--- config.mk ---
export PLATFORM = sky130hd
export DESIGN_NAME = wb_arbiter_flat
export DESIGN_NICKNAME = d
export VERILOG_FILES = /design/src/rtl/riscv_pkg.sv /design/src/rtl/wb_arbiter_if.sv /design/src/rtl/wb_tag_fifo.sv /design/src/rtl/wb_arbiter.sv /design/src/flat_wrapper.sv
export SDC_FILE = /design/constraint.sdc
export NUM_CORES = 1
export LEC_CHECK = 0
export CORE_ASPECT_RATIO = 1.2
export CORE_UTILIZATION = 30
export CTS_BUF_LIST = sky130_fd_sc_hd__clkbuf_2 sky130_fd_sc_hd__clkbuf_4 sky130_fd_sc_hd__clkbuf_8
export DETAILED_ROUTE_END_ITERATION = 6
export SYNTH_ARGS = -nofsm -noshare
export SYNTH_HDL_FRONTEND = slang
export SYNTH_SLANG_ARGS = --single-unit
--- constraint.sdc ---
create_clock -name clk_i -period 5.5 [get_ports clk_i]
set_input_delay 0.825 -clock clk_i [delete_from_list [all_inputs] [get_ports clk_i]]
set_output_delay 0.825 -clock clk_i [all_outputs]
set_load 0.05 [all_outputs]
--- src/rtl/riscv_pkg.sv ---
// Shared definitions for the write-back slice.
// Contents:
//   XLEN     - data width
//   REG_AW   - register address width (x0 is hardwired zero)
//   NREG     - number of architectural registers
//   LQ_DEPTH - maximum outstanding loads (power of 2, >= 2)
//   wb_src_t - execute-stage write-back source select
package riscv_pkg;

  localparam int XLEN     = 16;
  localparam int REG_AW   = 3;
  localparam int NREG     = 2 ** REG_AW;
  localparam int LQ_DEPTH = 4;

  typedef enum logic [1:0] {
    WB_ALU          = 2'd0,
    WB_MEM          = 2'd1,
    WB_PC_PLUS_FOUR = 2'd2
  } wb_src_t;

endpackage

--- src/rtl/wb_arbiter_if.sv ---
// Bundle of every non-clock/reset signal around the write-back arbiter.
// Modports:
//   slave  - the arbiter's view: execute/load inputs in; ready, register-file
//            write, busy map and error out
//   master - the environment's view (execute stage, load unit, register file)
// Signal groups:
//   ex_*       execute-stage result handshake (valid/ready)
//   ld_issue_* load issue into the tag queue
//   ld_resp_*  in-order load data returning from memory
//   rf_*       registered register-file write port
//   busy_o     per-register pending-load map
//   err_o      sticky response-without-load error
interface wb_arbiter_if;
  import riscv_pkg::*;

  logic              ex_valid_i;
  logic              ex_ready_o;
  logic [REG_AW-1:0] ex_rd_i;
  wb_src_t           ex_sel_i;
  logic [XLEN-1:0]   ex_alu_i;
  logic [XLEN-1:0]   ex_ret_i;

  logic              ld_issue_valid_i;
  logic              ld_issue_ready_o;
  logic [REG_AW-1:0] ld_issue_rd_i;
  logic              ld_resp_valid_i;
  logic [XLEN-1:0]   ld_resp_data_i;

  logic              rf_we_o;
  logic [REG_AW-1:0] rf_waddr_o;
  logic [XLEN-1:0]   rf_wdata_o;
  logic [NREG-1:0]   busy_o;
  logic              err_o;

  modport slave (
    input  ex_valid_i, ex_rd_i, ex_sel_i, ex_alu_i, ex_ret_i,
    input  ld_issue_valid_i, ld_issue_rd_i, ld_resp_valid_i, ld_resp_data_i,
    output ex_ready_o, ld_issue_ready_o,
    output rf_we_o, rf_waddr_o, rf_wdata_o, busy_o, err_o
  );

  modport master (
    output ex_valid_i, ex_rd_i, ex_sel_i, ex_alu_i, ex_ret_i,
    output ld_issue_valid_i, ld_issue_rd_i, ld_resp_valid_i, ld_resp_data_i,
    input  ex_ready_o, ld_issue_ready_o,
    input  rf_we_o, rf_waddr_o, rf_wdata_o, busy_o, err_o
  );

endinterface

--- src/rtl/wb_tag_fifo.sv ---
// In-order queue of destination registers for outstanding loads.
// Ports:
//   clk_i, rst_i   clock and synchronous active-high reset
//   push_i         enqueue push_tag_i (caller guarantees !full_o)
//   push_tag_i     destination of the newly issued load
//   pop_i          dequeue the head (caller guarantees !empty_o)
//   head_o         destination of the oldest outstanding load
//   full_o/empty_o occupancy flags
//   busy_o         bit r set while any queued entry targets r; bit 0 forced 0
module wb_tag_fifo
  import riscv_pkg::*;
(
  input  logic              clk_i,
  input  logic              rst_i,
  input  logic              push_i,
  input  logic [REG_AW-1:0] push_tag_i,
  input  logic              pop_i,
  output logic [REG_AW-1:0] head_o,
  output logic              full_o,
  output logic              empty_o,
  output logic [NREG-1:0]   busy_o
);

  localparam int AW = $clog2(LQ_DEPTH);
  localparam int PW = AW + 1;

  // Pointers carry one extra bit so full and empty differ only in that bit.
  logic [PW-1:0]     wr_ptr;
  logic [PW-1:0]     rd_ptr;
  logic [PW-1:0]     count;
  logic [REG_AW-1:0] mem [LQ_DEPTH];
  logic [AW-1:0]     idx;

  assign count   = wr_ptr - rd_ptr;
  assign empty_o = (wr_ptr == rd_ptr);
  assign full_o  = (wr_ptr[AW-1:0] == rd_ptr[AW-1:0]) && (wr_ptr[AW] != rd_ptr[AW]);
  assign head_o  = mem[rd_ptr[AW-1:0]];

  always_ff @(posedge clk_i) begin
    if (rst_i) begin
      wr_ptr <= '0;
      rd_ptr <= '0;
    end else begin
      if (push_i) wr_ptr <= wr_ptr + PW'(1);
      if (pop_i)  rd_ptr <= rd_ptr + PW'(1);
    end
  end

  // Storage needs no reset: only entries between the pointers are ever read.
  always_ff @(posedge clk_i) begin
    if (push_i) mem[wr_ptr[AW-1:0]] <= push_tag_i;
  end

  // Walk the live window starting at the head; stale slots are ignored.
  always_comb begin
    busy_o = '0;
    idx    = '0;
    for (int i = 0; i < LQ_DEPTH; i++) begin
      idx = rd_ptr[AW-1:0] + AW'(i);
      if (PW'(i) < count) busy_o[mem[idx]] = 1'b1;
    end
    busy_o[0] = 1'b0;
  end

endmodule

--- src/rtl/wb_arbiter.sv ---
// Owner of the single register-file write port.
// Arbitrates between single-cycle execute results and in-order load responses.
// Load responses always win and never stall. Execute results are held off
// while a load response is present, or while their destination still has a
// load outstanding, which preserves write-after-write order.
// Ports:
//   clk_i  clock, rising edge
//   rst_i  synchronous reset, active-high
//   bus    wb_arbiter_if.slave carrying the execute, load and rf signals
module wb_arbiter
  import riscv_pkg::*;
(
  input  logic         clk_i,
  input  logic         rst_i,
  wb_arbiter_if.slave  bus
);

  logic              q_full;
  logic              q_empty;
  logic [REG_AW-1:0] q_head;
  logic              push;
  logic              pop;
  logic              ex_fire;

  // Push is refused whenever full, even if a pop happens in the same cycle.
  assign bus.ld_issue_ready_o = !q_full;
  assign push = bus.ld_issue_valid_i && !q_full;
  // A response with nothing queued is dropped, so it must not pop.
  assign pop  = bus.ld_resp_valid_i && !q_empty;

  assign bus.ex_ready_o = !bus.ld_resp_valid_i && !bus.busy_o[bus.ex_rd_i];
  assign ex_fire        = bus.ex_valid_i && bus.ex_ready_o;

  wb_tag_fifo u_tag_fifo (
    .clk_i      (clk_i),
    .rst_i      (rst_i),
    .push_i     (push),
    .push_tag_i (bus.ld_issue_rd_i),
    .pop_i      (pop),
    .head_o     (q_head),
    .full_o     (q_full),
    .empty_o    (q_empty),
    .busy_o     (bus.busy_o)
  );

  // Address/data hold when nothing writes; only the enable drops back to 0.
  // WB_MEM and the unused encoding are accepted on the execute port but
  // produce no write, because load data arrives through the response path.
  always_ff @(posedge clk_i) begin
    if (rst_i) begin
      bus.rf_we_o    <= 1'b0;
      bus.rf_waddr_o <= '0;
      bus.rf_wdata_o <= '0;
      bus.err_o      <= 1'b0;
    end else begin
      bus.rf_we_o <= 1'b0;
      if (bus.ld_resp_valid_i) begin
        if (q_empty) begin
          bus.err_o <= 1'b1;
        end else begin
          bus.rf_we_o    <= (q_head != '0);
          bus.rf_waddr_o <= q_head;
          bus.rf_wdata_o <= bus.ld_resp_data_i;
        end
      end else if (ex_fire) begin
        case (bus.ex_sel_i)
          WB_ALU: begin
            bus.rf_we_o    <= (bus.ex_rd_i != '0);
            bus.rf_waddr_o <= bus.ex_rd_i;
            bus.rf_wdata_o <= bus.ex_alu_i;
          end
          WB_PC_PLUS_FOUR: begin
            bus.rf_we_o    <= (bus.ex_rd_i != '0);
            bus.rf_waddr_o <= bus.ex_rd_i;
            bus.rf_wdata_o <= bus.ex_ret_i;
          end
          default: bus.rf_we_o <= 1'b0;
        endcase
      end
    end
  end

endmodule

--- src/flat_wrapper.sv ---
// flat-port wrapper written by rule: the top's interface ports become plain ports
module wb_arbiter_flat import riscv_pkg::*;
  (clk_i, rst_i, bus_ex_valid_i, bus_ex_rd_i, bus_ex_sel_i, bus_ex_alu_i, bus_ex_ret_i, bus_ld_issue_valid_i, bus_ld_issue_rd_i, bus_ld_resp_valid_i, bus_ld_resp_data_i, bus_ex_ready_o, bus_ld_issue_ready_o, bus_rf_we_o, bus_rf_waddr_o, bus_rf_wdata_o, bus_busy_o, bus_err_o);
  wb_arbiter_if bus_i ();
  input  logic clk_i;
  input  logic rst_i;
  input wire logic [$bits(bus_i.ex_valid_i)-1:0] bus_ex_valid_i;
  input wire logic [$bits(bus_i.ex_rd_i)-1:0] bus_ex_rd_i;
  input wire logic [$bits(bus_i.ex_sel_i)-1:0] bus_ex_sel_i;
  input wire logic [$bits(bus_i.ex_alu_i)-1:0] bus_ex_alu_i;
  input wire logic [$bits(bus_i.ex_ret_i)-1:0] bus_ex_ret_i;
  input wire logic [$bits(bus_i.ld_issue_valid_i)-1:0] bus_ld_issue_valid_i;
  input wire logic [$bits(bus_i.ld_issue_rd_i)-1:0] bus_ld_issue_rd_i;
  input wire logic [$bits(bus_i.ld_resp_valid_i)-1:0] bus_ld_resp_valid_i;
  input wire logic [$bits(bus_i.ld_resp_data_i)-1:0] bus_ld_resp_data_i;
  output wire logic [$bits(bus_i.ex_ready_o)-1:0] bus_ex_ready_o;
  output wire logic [$bits(bus_i.ld_issue_ready_o)-1:0] bus_ld_issue_ready_o;
  output wire logic [$bits(bus_i.rf_we_o)-1:0] bus_rf_we_o;
  output wire logic [$bits(bus_i.rf_waddr_o)-1:0] bus_rf_waddr_o;
  output wire logic [$bits(bus_i.rf_wdata_o)-1:0] bus_rf_wdata_o;
  output wire logic [$bits(bus_i.busy_o)-1:0] bus_busy_o;
  output wire logic [$bits(bus_i.err_o)-1:0] bus_err_o;
  assign bus_i.ex_valid_i = bus_ex_valid_i;
  assign bus_i.ex_rd_i = bus_ex_rd_i;
  assign bus_i.ex_sel_i = bus_ex_sel_i;
  assign bus_i.ex_alu_i = bus_ex_alu_i;
  assign bus_i.ex_ret_i = bus_ex_ret_i;
  assign bus_i.ld_issue_valid_i = bus_ld_issue_valid_i;
  assign bus_i.ld_issue_rd_i = bus_ld_issue_rd_i;
  assign bus_i.ld_resp_valid_i = bus_ld_resp_valid_i;
  assign bus_i.ld_resp_data_i = bus_ld_resp_data_i;
  assign bus_ex_ready_o = bus_i.ex_ready_o;
  assign bus_ld_issue_ready_o = bus_i.ld_issue_ready_o;
  assign bus_rf_we_o = bus_i.rf_we_o;
  assign bus_rf_waddr_o = bus_i.rf_waddr_o;
  assign bus_rf_wdata_o = bus_i.rf_wdata_o;
  assign bus_busy_o = bus_i.busy_o;
  assign bus_err_o = bus_i.err_o;
  wb_arbiter u_core (.clk_i(clk_i), .rst_i(rst_i), .bus(bus_i));
endmodule
==> report_table.html <==
<table>
<tr><th>Metric</th><th>Value</th></tr>
<tr><th colspan="2">Run status</th></tr>
<tr><td>Outcome</td><td>completed</td></tr>
<tr><th colspan="2">GRT</th></tr>
<tr><td>Pin count of the biggest net entering global routing</td><td>just under 50</td></tr>
<tr><td>Antenna violations before repair</td><td>0</td></tr>
<tr><td>Via count of the first global-routing pass</td><td>around 2500</td></tr>
<tr><td>Overflow after GRT</td><td>0</td></tr>
<tr><td>Total Routing Usage GR</td><td>15.4%</td></tr>
<tr><td>Global-route wire length before repair</td><td>12300 um</td></tr>
<tr><th colspan="2">Setup path</th></tr>
<tr><td>Critical Path AT</td><td>3.96 ns</td></tr>
<tr><td>Required time of the critical path</td><td>around 4.7 ns</td></tr>
<tr><td>Destination of the worst register-to-register timing path</td><td>u_core.bus.rf_wdata_o[5]$_SDFFE_PP0P_</td></tr>
<tr><td>Kind of critical path</td><td>flip-flop to output pin</td></tr>
<tr><td>R2r setup slk</td><td>between 1.5 and 2 ns</td></tr>
<tr><td>Endpoint kind of the worst setup timing path</td><td>output pin</td></tr>
<tr><td>Worst R2R Start</td><td>u_core.u_tag_fifo.rd_ptr[0]$_SDFFE_PP0P_</td></tr>
<tr><td>Reg2reg path depth</td><td>9</td></tr>
<tr><td>Top fanout value on the critical path</td><td>12</td></tr>
<tr><td>Crit start category</td><td>flip-flop</td></tr>
<tr><th colspan="2">Logic synthesis</th></tr>
<tr><td>Mapped Cells</td><td>~300</td></tr>
<tr><td>Seq cells post-synth</td><td>41</td></tr>
<tr><td>Library cells used by synthesis</td><td>53</td></tr>
<tr><td>Most area-hungry cell type in the Yosys netlist</td><td>sky130_fd_sc_hd__dfxtp_1</td></tr>
<tr><td>Simple logic cell fraction of the synthesized area</td><td>19.6%</td></tr>
<tr><td>Area share of the largest cell type after synthesis</td><td>20.3%</td></tr>
<tr><td>Post-Synthesis Net Count</td><td>between 300 and 400</td></tr>
<tr><td>Multiplexer share of the synthesized area</td><td>about a quarter</td></tr>
<tr><td>Adder-cell share of the synthesized area</td><td>3.76%</td></tr>
<tr><td>Warnings from Yosys</td><td>0</td></tr>
<tr><td>Area fraction in compound gates after synthesis</td><td>a little under an eighth</td></tr>
<tr><td>Average cell area after synthesis</td><td>about 9.7 um^2</td></tr>
<tr><td>Main combinational cell family by area after synthesis</td><td>multiplexers</td></tr>
<tr><td>Number of enable flip-flop cells after synthesis</td><td>12</td></tr>
<tr><td>Fraction of registers with async set/reset</td><td>0%</td></tr>
<tr><td>Synth top area cells</td><td>sky130_fd_sc_hd__dfxtp_1 20%, sky130_fd_sc_hd__edfxtp_1 13%, sky130_fd_sc_hd__mux4_2 9.4%</td></tr>
<tr><td>Post-synthesis sequential area ratio</td><td>around a third</td></tr>
<tr><td>Main synth FF type</td><td>sky130_fd_sc_hd__dfxtp_1</td></tr>
<tr><td>Area share of xor/xnor cells in the synthesized design</td><td>3.23%</td></tr>
<tr><td>Mapped cell area</td><td>roughly 0.0029 mm^2</td></tr>
<tr><th colspan="2">Drt</th></tr>
<tr><td>Total number of vias</td><td>around 2500</td></tr>
<tr><td>Wire length reported by the detailed router</td><td>7440 um</td></tr>
<tr><td>Post-DR vias/cell</td><td>between 4 and 5</td></tr>
<tr><td>DRT iter0 DRCs</td><td>between 80 and 90</td></tr>
<tr><td>Length of the first detailed-routing pass in iterations</td><td>4</td></tr>
<tr><td>DRC</td><td>0</td></tr>
<tr><td>Remaining antenna violation count after routing</td><td>0</td></tr>
<tr><td>WL/cell</td><td>approximately 15 um</td></tr>
<tr><th colspan="2">STA</th></tr>
<tr><td>Setup total negative slack</td><td>0 ns</td></tr>
<tr><td>Tightest slew margin relative to the limit</td><td>32.0%</td></tr>
<tr><td>Final slew viol count</td><td>0</td></tr>
<tr><td>Post-route minimum period</td><td>4.79 ns</td></tr>
<tr><td>Highest attainable clock frequency</td><td>about 210 MHz</td></tr>
<tr><td>Final worst path period share</td><td>between 80 and 90%</td></tr>
<tr><td>Fin. Hold Viols</td><td>0</td></tr>
<tr><td>Worst clock skew</td><td>approximately 0.018 ns</td></tr>
<tr><td>Final setup violation count</td><td>0</td></tr>
<tr><td>Worst Tran Pin Value</td><td>~1 ns</td></tr>
<tr><td>RSZ-0062 raised after global routing</td><td>false</td></tr>
<tr><th colspan="2">Worst hold path</th></tr>
<tr><td>Critical hold path startpoint</td><td>u_core.bus.err_o$_SDFFE_PP0P_</td></tr>
<tr><td>Number of instances on the worst hold path</td><td>2</td></tr>
<tr><td>Endpoint of the worst hold path</td><td>u_core.bus.err_o$_SDFFE_PP0P_</td></tr>
<tr><td>Path category of the worst min-delay check</td><td>flip-flop to flip-flop</td></tr>
<tr><th colspan="2">Clocking</th></tr>
<tr><td>Level count of the clock H-tree</td><td>2</td></tr>
<tr><td>Clk_lat worst skew</td><td>~0.3 ns</td></tr>
<tr><td>Clock transition at the register clock pins on the worst setup and hold paths after CTS</td><td>around 0.09 ns</td></tr>
<tr><td>Post-CTS resize count</td><td>0</td></tr>
<tr><td>Count of hold buffers inserted by post-cts repair</td><td>0</td></tr>
<tr><td>Max Buffers Root-to-Sink</td><td>2</td></tr>
<tr><td>Total number of clock tree sinks</td><td>between 40 and 50</td></tr>
<tr><td>Post CTS Setup Buffer Count</td><td>0</td></tr>
<tr><td>Clock root buffer</td><td>sky130_fd_sc_hd__clkbuf_8</td></tr>
<tr><td>Number of buffers added by the clock tree synthesis step</td><td>5</td></tr>
<tr><td>Clock tree from TritonCTS</td><td>done</td></tr>
<tr><th colspan="2">Finish</th></tr>
<tr><td>Ant diodes</td><td>0</td></tr>
<tr><td>Layout cells sized above 1</td><td>12.7%</td></tr>
<tr><td>Most frequent cells in the layout</td><td>90 x sky130_fd_sc_hd__clkdlybuf4s50_1, 52 x sky130_fd_sc_hd__nor2_1, 29 x sky130_fd_sc_hd__dfxtp_1</td></tr>
<tr><td>Area grow syn2layout</td><td>38.5%</td></tr>
<tr><td>Final Cell Area</td><td>approximately 0.0040 mm^2</td></tr>
<tr><td>Most common cell after layout, fill and taps aside</td><td>sky130_fd_sc_hd__clkdlybuf4s50_1</td></tr>
<tr><td>Number of nets in the final layout</td><td>447</td></tr>
<tr><th colspan="2">Die</th></tr>
<tr><td>Effective utilization at floorplan</td><td>a little under a third</td></tr>
<tr><td>Die boundary width</td><td>~91 um</td></tr>
<tr><td>Floorplan Core Area</td><td>slightly above 0.009 mm^2</td></tr>
<tr><td>Count of boundary I/O pins</td><td>a little over 90</td></tr>
<tr><td>Area of the die</td><td>0.00994 mm^2</td></tr>
<tr><td>Die span in y</td><td>about 110 um</td></tr>
<tr><td>Floorplan row count</td><td>38</td></tr>
<tr><th colspan="2">Run</th></tr>
<tr><td>Max-capacitance violation count</td><td>0</td></tr>
<tr><th colspan="2">Pwr</th></tr>
<tr><td>Leakage power figure</td><td>approximately 1.5 nW</td></tr>
<tr><td>Max IR drop VDD</td><td>approximately 0.17 mV</td></tr>
<tr><td>Pwr per Cell Area</td><td>approximately 350 mW/mm^2</td></tr>
<tr><th colspan="2">Placed design</th></tr>
<tr><td>Routability congestion estimate from global placement</td><td>between 0.9 and 1</td></tr>
<tr><td>Post-detail-place hpwl</td><td>a little under 6000 um</td></tr>
<tr><td>Cell area after placement</td><td>about 0.0038 mm^2</td></tr>
<tr><td>Port-buffer cells</td><td>90</td></tr>
</table>
## metrics by stage
step           cells  setup slack [ns]  power, mW  util, %  hold slack, ns
2_1_floorplan    295              1.33      0.920        -           0.538
3_3_place_gp     491              1.09       1.14     42.0           0.457
3_5_place_dp     491              1.03       1.14     42.0           0.467
4_1_cts          499             0.680       1.40     43.2           0.485
5_1_grt          499             0.465       1.47     43.2           0.512
6_report         499             0.713       1.39     43.2           0.481
## synthesized netlist by cell type (7+ instances only)
library cell               instances
sky130_fd_sc_hd__a21oi_1          22
sky130_fd_sc_hd__clkbuf_1         10
sky130_fd_sc_hd__dfxtp_1          29
sky130_fd_sc_hd__edfxtp_1         12
sky130_fd_sc_hd__ha_1              7
sky130_fd_sc_hd__inv_1             8
sky130_fd_sc_hd__mux2_2            8
sky130_fd_sc_hd__mux2_4            9
sky130_fd_sc_hd__mux2i_1          19
sky130_fd_sc_hd__mux4_2           12
sky130_fd_sc_hd__nand2_1          10
sky130_fd_sc_hd__nor2_1           52
sky130_fd_sc_hd__nor2b_1          27
## critical path, cell delays in order, from the launching register on
cell and delay [ns]:
sky130_fd_sc_hd__dfxtp_1 0.71, sky130_fd_sc_hd__ha_1 0.43, sky130_fd_sc_hd__mux4_2 0.57, sky130_fd_sc_hd__a21boi_0 0.19
sky130_fd_sc_hd__a22o_1 0.23, sky130_fd_sc_hd__o32ai_1 0.36, sky130_fd_sc_hd__o31a_1 0.17, sky130_fd_sc_hd__a21oi_1 0.05
sky130_fd_sc_hd__nor2_1 0.13, sky130_fd_sc_hd__clkdlybuf4s50_1 0.82
## final cells by class
type                    count  area, um^2
repair buffers             93         923
inverters                   8        30.0
flip-flops and latches     41         941
clock inverters             3        46.3
fillers                   897        5210
well taps                 120         150
clock buffers               5        68.8
multi-input cells         229        1810
## registers in the layout (all words and copies together), names as in the netlist, named ones only
signal and count:
u_core.u_tag_fifo.mem 12, u_core.bus.rf_waddr_o 3, u_core.bus.err_o 1, u_core.bus.rf_we_o 1
u_core.bus.rf_wdata_o 16, u_core.u_tag_fifo.wr_ptr 3, u_core.u_tag_fifo.rd_ptr 3
## power breakdown
group | switching (mW) | internal [mW] | total [mW]
Combinational | 0.440 | 0.313 | 0.753
Clock | 0.115 | 0.136 | 0.251
Sequential | 0.0332 | 0.349 | 0.382
Total | 0.588 | 0.798 | 1.39
## cells by family after synthesis
| kind of cell | after synthesis |
|---|---|
| adder cells (fa/ha/maj) | 8 |
| buffers and inverters | 25 |
| AND/OR/NAND/NOR | 115 |
| other | 1 |
| flip-flops | 41 |
| XOR/XNOR | 7 |
| AO/OA/AOI/OAI | 49 |
| multiplexers | 49 |
## worst max-delay path by stage
stage                      to  depth (start not counted)                                     start
2_1_floorplan  bus_ex_ready_o                         10  u_core.u_tag_fifo.wr_ptr[0]$_SDFFE_PP0P_
3_3_place_gp   bus_ex_ready_o                          9  u_core.u_tag_fifo.rd_ptr[0]$_SDFFE_PP0P_
3_5_place_dp   bus_ex_ready_o                          9  u_core.u_tag_fifo.rd_ptr[0]$_SDFFE_PP0P_
4_1_cts        bus_ex_ready_o                          9  u_core.u_tag_fifo.rd_ptr[0]$_SDFFE_PP0P_
5_1_grt        bus_ex_ready_o                          9  u_core.u_tag_fifo.rd_ptr[0]$_SDFFE_PP0P_
6_report       bus_ex_ready_o                          9  u_core.u_tag_fifo.rd_ptr[0]$_SDFFE_PP0P_
## layer usage
| metal | global-route usage (%) | vias to the layer above | wire length, um |
|---|---|---|---|
| met5 | 0 | - | 0 |
| met4 | 4.08 | 0 | 143 |
| met3 | 3.42 | 15 | 434 |
| met2 | 29.1 | 82 | 3830 |
| met1 | 17.6 | 1144 | 3030 |
| li1 | - | 1224 | - |
No activity file was read; power rests on OpenSTA's default activity.
